$ cat config.mk
export PLATFORM = sky130hd
export DESIGN_NAME = clk_divider_bank
export DESIGN_NICKNAME = d
export VERILOG_FILES = /design/src/rtl/clk_divider_bank.sv
export SDC_FILE = /design/constraint.sdc
export NUM_CORES = 1
export LEC_CHECK = 0
export CAP_MARGIN = 20
export CORE_ASPECT_RATIO = 0.75
export CORE_MARGIN = 2
export CORE_UTILIZATION = 25
export DETAILED_ROUTE_END_ITERATION = 6
export PLACE_DENSITY = 0.48
export SYNTH_ARGS = -nofsm -noshare
export SYNTH_HDL_FRONTEND = slang
export SYNTH_SLANG_ARGS = --single-unit
export TNS_END_PERCENT = 20
$ cat constraint.sdc
create_clock -name clk_in -period 5 [get_ports clk_in]
set_input_delay 0.5 -clock clk_in [delete_from_list [all_inputs] [get_ports clk_in]]
set_output_delay 0.5 -clock clk_in [all_outputs]
set_load 0.01 [all_outputs]
$ cat src/rtl/clk_divider_bank.sv
// ---------------------------------------------------------------------------
// clk_divider_bank
// Purpose:
//   A bank of N_CH independent integer clock dividers running from one source
//   clock. Each channel divides by any integer D with 50% duty cycle. For odd D,
//   the half-cycle extension comes from a negedge-retimed copy of the posedge
//   phase. Ratios are written through a valid/ready port into a per-channel
//   shadow register. The shadow is promoted only at a period boundary, so a
//   ratio change never produces a runt pulse.
// Ports:
//   clk_in        source clock (both edges are used)
//   rst_n         asynchronous active-low reset
//   cfg_valid     ratio write request
//   cfg_ready     write can be accepted (target channel has no pending ratio)
//   cfg_ch        target channel of the write
//   cfg_div       new ratio D (0 or 1 selects bypass: clk_out follows clk_in)
//   sync_restart  one-cycle pulse that restarts every channel in phase
//   clk_out       divided clocks, one per channel
//   tick          one-cycle enable, high in the first cycle of each period
//   pending       a shadow ratio is waiting for its period boundary
// ---------------------------------------------------------------------------
module clk_divider_bank #(
    parameter int N_CH        = 4,
    parameter int W           = 8,
    parameter int DEFAULT_DIV = 2,
    localparam int CW         = (N_CH > 1) ? $clog2(N_CH) : 1
) (
    input  logic            clk_in,
    input  logic            rst_n,
    input  logic            cfg_valid,
    output logic            cfg_ready,
    input  logic [CW-1:0]   cfg_ch,
    input  logic [W-1:0]    cfg_div,
    input  logic            sync_restart,
    output logic [N_CH-1:0] clk_out,
    output logic [N_CH-1:0] tick,
    output logic [N_CH-1:0] pending
);

    // Ready reflects the addressed channel only. A channel index beyond the
    // bank matches nothing, so the write is accepted and silently dropped.
    always_comb begin
        cfg_ready = 1'b1;
        for (int i = 0; i < N_CH; i++) begin
            if (cfg_ch == CW'(i)) begin
                cfg_ready = !pending[i];
            end
        end
    end

    for (genvar g = 0; g < N_CH; g++) begin : g_ch
        logic [W-1:0] cnt;
        logic [W-1:0] act_div;
        logic [W-1:0] shd_div;
        logic [W-1:0] d_last;
        logic [W-1:0] cnt_next;
        logic [W-1:0] div_next;
        logic         pend_r;
        logic         tick_r;
        logic         p;
        logic         n;
        logic         bypass;
        logic         wrap;
        logic         wr_en;

        // In bypass every posedge counts as a period boundary, which lets a
        // pending ratio take over on the very next edge.
        assign bypass   = (act_div <= W'(1));
        assign d_last   = act_div - W'(1);
        assign wrap     = bypass || (cnt == d_last) || sync_restart;
        assign cnt_next = wrap ? '0 : cnt + W'(1);
        assign wr_en    = cfg_valid && cfg_ready && (cfg_ch == CW'(g));
        // Ratio governing the period that cnt_next belongs to.
        assign div_next = (wrap && pend_r) ? shd_div : act_div;

        // Posedge state. A write can only land while nothing is pending, so it
        // never competes with promotion; a write coinciding with a wrap stays
        // in the shadow until the following wrap.
        always_ff @(posedge clk_in or negedge rst_n) begin
            if (!rst_n) begin
                cnt     <= '0;
                act_div <= W'(DEFAULT_DIV);
                shd_div <= W'(DEFAULT_DIV);
                pend_r  <= 1'b0;
                p       <= 1'b0;
                tick_r  <= 1'b0;
            end else begin
                cnt    <= cnt_next;
                p      <= (cnt_next < (div_next >> 1));
                tick_r <= (cnt_next == '0);
                if (wr_en) begin
                    shd_div <= cfg_div;
                    pend_r  <= 1'b1;
                end else if (wrap && pend_r) begin
                    act_div <= shd_div;
                    pend_r  <= 1'b0;
                end
            end
        end

        // Half-cycle delayed copy of p; OR-ing it in stretches the high phase
        // by half a clk_in period for odd ratios.
        always_ff @(negedge clk_in or negedge rst_n) begin
            if (!rst_n) begin
                n <= 1'b0;
            end else begin
                n <= p;
            end
        end

        // Entering or leaving bypass happens at a posedge, where clk_in is
        // rising and p has just been loaded for the new period, so the mux
        // switches between agreeing levels.
        assign clk_out[g] = bypass ? clk_in : (act_div[0] ? (p | n) : p);
        assign tick[g]    = tick_r;
        assign pending[g] = pend_r;
    end

endmodule

# [Word-level counts from Yosys, hierarchy flattened]
# Index checks and enable logic that the tools add are counted.
[op_classes] n_eq_ne=7 n_lt_le_gt_ge=8 n_reduce_logical=34 bitwise=8 add_sub_neg=8 muxes=28
[op_table] op="two-way mux 8 bit" n=8
[op_table] op="adder 8 x 1 -> 8 bit (second input constant)" n=4
[op_table] op="== test 8 bit" n=4
[op_table] op="<= comparator 8 x 1 -> 1 bit (second input constant)" n=4
[op_table] op="logical NOT 8 bit" n=4
[op_table] op="less-than comparator 8 x 7 -> 1 bit" n=4
[op_table] op="subtractor 8 x 1 -> 8 bit (second input constant)" n=4
[op_table] op="two-way mux 1 bit" n=20
[op_table] op="logical AND 1 bit" n=9
[op_table] op="logical OR 1 bit" n=8
[op_table] op="AND reduction 2 bit" n=4
[op_table] op="nonzero test 2 bit" n=4
[op_table] op="== test 2 bit (second input constant)" n=2
[op_table] op="logical NOT 1 bit" n=4
[op_table] op="NOT 1 bit" n=4
[op_table] op="bitwise OR 1 bit" n=4
[op_table] op="== test 2 x 1 -> 1 bit (second input constant)" n=1
[op_table] op="logical NOT 2 bit" n=1
[word_totals] reg_bits=112 inputBits=14 word_cells=125

# [Logic depth before layout (Yosys ltp)]
[logic_depth] ltp_word=9 depth_mapped=17 ltp_nobuf=15

==> flow_metrics.tcl <==
set metrics [dict create \
    critPathLaunchType "flip-flop" \
    path_clk_slew_ps 60 \
    post-dp-hpwl_um 11900 \
    grt_usage_pct 11.6 \
    syn-cell-area_mm2 0.00675 \
    r2r-start "g_ch[2].act_div[1]" \
    vias 4660 \
    yosysSeqAreaShare_pct 41.7 \
    routedWlPerCell_um 15.3 \
    syn_avg_cell_area_um2 10.7 \
    postCtsHoldBufs 0 \
    gp_congestion 0.752 \
    setup-violations-final 0 \
    clk_path_buf_depth 2 \
    power.density_mw_per_mm2 551 \
    slowest_stage "clkdlybuf4s50_1" \
    synth_cell_types 71 \
    numCtsBuffers 17 \
    critical_path_class "flip-flop to output pin" \
    setup_tns_ps 0 \
    hold_path_class "primary input to asynchronous set/reset pin" \
    first_pass_iters 4 \
    antennaDiodeCount 0 \
    status "completed" \
    drcViolationCount 0 \
    die_area_mm2 0.0283 \
    cap_violations 0 \
    htree_levels 4 \
    rsz0062_at_grt "false" \
    start_util_pct 25.2 \
    io_buffers 26 \
    pin_count 27 \
    vias_per_cell 4.57 \
    grt_pass1_wl_um 25700 \
    synth_cells 631 \
    cts_tree "done" \
    synth-edff-count 0 \
    synthToLayoutAreaGrowth_pct 19.6 \
    end_kind "output pin" \
    worstMarginPinSlew_ps 848 \
    crit_chain "a211oi_1, a21oi_1, clkdlybuf4s50_1" \
    crit_fanout 1 \
    grt_pass1_vias 4659 \
    synthArstFlopShare_pct 100 \
    max-slew-margin-rel_pct 43.4 \
    wl_um 15600 \
    grt_max_degree 48 \
    crit_buf_inv 1 \
    worst_clock_skew_ps 27.8 \
    antenna_left 0 \
    startpoint "g_ch[2].n" \
    critPathArrivalTime_ps 4120 \
    globalRouteOverflowTotal 0 \
    hold_ws_ps 23.1 \
    drive_gt1_share_pct 19.9 \
    p_leak_nw 3.50 \
    core_area_mm2 0.0267 \
    slowest_delay_ps 570 \
    syn_nets 681 \
    die_y_um 146 \
    nNetsFinal 706 \
    crit_required_ps 4500 \
    dieWidth_um 194 \
    synthFlopType "dfrtp_1" \
    post_cts_buffers 0 \
    drt-initial-drc-count 287 \
    post_cts_resized 0 \
    antenna_found_initial 0 \
    cts_root_buffer "clkbuf_16" \
    finalHoldViolations 0 \
    drv_slew 0 \
    ir_worst_vdd_mv 0.215 \
    synth_warnings 0 \
    cp_top_family "buffers and inverters" \
    ys_seq_elements 112 \
    clk_latency_ps 420 \
    placementRows 52 \
]
-- layout make-up --
type | instances | area (um^2)
fillers | 2734 | 18700
multi-input cells | 459 | 3660
flip-flops and latches | 112 | 2810
clock buffers | 25 | 566
well taps | 351 | 439
repair buffers | 35 | 315
clock inverters | 15 | 194
inverters | 23 | 86.3
-- flip-flops by register name, indices dropped and copies added, names as in the netlist --
signal        flops
g_ch.act_div     32
g_ch.cnt         32
g_ch.shd_div     32
g_ch.n            4
g_ch.p            4
g_ch.pend_r       4
g_ch.tick_r       4
-- path summary, 6_finish.rpt --
path | to | slack, ps | cells past startpoint
hold reg to reg | g_ch[3].act_div[0] | 480 | 2
hold / removal | g_ch[1].cnt[1] | 20 | 1
max in group asynchronous | g_ch[0].n | 2210 | 1
setup reg to reg | g_ch[2].p | 1010 | 15
min in group clk_in | g_ch[3].act_div[0] | 480 | 2
setup / recovery | clk_out[2] | 380 | 3
-- synth_stat cells (3+ instances only) --
cell type	n	area, um^2
dfrtp_1	100	2500
mux2_2	52	586
nor2_1	49	184
xnor2_1	46	403
ha_1	36	450
nand2_1	27	101
inv_1	24	90.1
nand3_1	24	120
xor2_1	23	201
nor3_1	20	100
mux2i_1	19	190
a21oi_1	17	85.1
clkbuf_1	17	63.8
o21ai_0	13	65.1
a21o_1	12	90.1
nor4_1	11	68.8
and3_1	8	50.1
buf_4	8	60.1
dfstp_2	8	210
a211oi_1	7	52.6
mux2_4	7	105
nand4b_1	7	61.3
buf_2	6	30.0
nand3b_1	5	37.5
nand4_1	5	31.3
nor4b_1	5	43.8
and2_1	4	25.0
dfrtn_1	4	100
nand2b_1	4	25.0
or2_2	4	25.0
a2111oi_0	3	26.3
a31oi_1	3	18.8
buf_6	3	33.8
o211a_1	3	30.0
o31ai_1	3	22.5
-- metrics by stage --
stage / std cells / setup WS (ps) / utilization [%] / power [mW] / cell area, um^2
floorplan: 631 / 1350 / - / 2.63 / 6750
global placement: 984 / 906 / 27.5 / 3.02 / 7350
detailed placement: 984 / 901 / 27.5 / 3.02 / 7350
CTS: 1019 / 329 / 30.2 / 4.50 / 8060
global route: 1020 / 337 / 30.2 / 4.77 / 8070
finish: 1020 / 375 / 30.2 / 4.44 / 8070
-- where the power goes --
part / internal [mW] / total [mW] / switching (mW)
logic: 0.731 / 1.40 / 0.674
registers: 1.19 / 1.56 / 0.368
clock network: 1.02 / 1.48 / 0.459
total: 2.94 / 4.44 / 1.50
-- per-layer routing --
layer	routed length [um]	GRT usage, %	up-vias
met5	0	0	-
met4	217	4.92	0
met3	647	2.61	19
met2	6600	16.1	59
met1	8130	17.2	2263
li1	-	-	2319
-- kinds of logic after synthesis --
| group | count (synthesis) | share of synthesized area [%] |
|---|---|---|
| simple gates | 188 | 15.5 |
| flops | 112 | 41.7 |
| compound gates | 86 | 9.38 |
| mux | 80 | 13.5 |
| xor+xnor | 69 | 8.95 |
| buf+inv | 60 | 4.24 |
| fa+ha+maj | 36 | 6.67 |
-- placed cells by master, fill, tap and decap left out, drive strengths merged, types with 4 or more instances in the layout --
master / instances
or2: 4
bufinv: 5
and3: 8
mux2i: 19
nand2b: 4
nor2: 50
a2111oi: 4
nor3: 20
nor4: 15
dfrtn: 4
a21o: 12
nand4b: 7
dfrtp: 100
xor2: 23
nand3b: 5
clkbuf: 22
and2: 4
mux2: 60
inv: 27
clkdlybuf4s50: 25
nand4: 5
o31ai: 4
a21oi: 17
a211oi: 8
nand2: 27
dfstp: 8
nor4b: 7
xnor2: 46
nand3: 24
ha: 36
o21ai: 15
buf: 13
No activity file was read; power rests on OpenSTA's default activity.
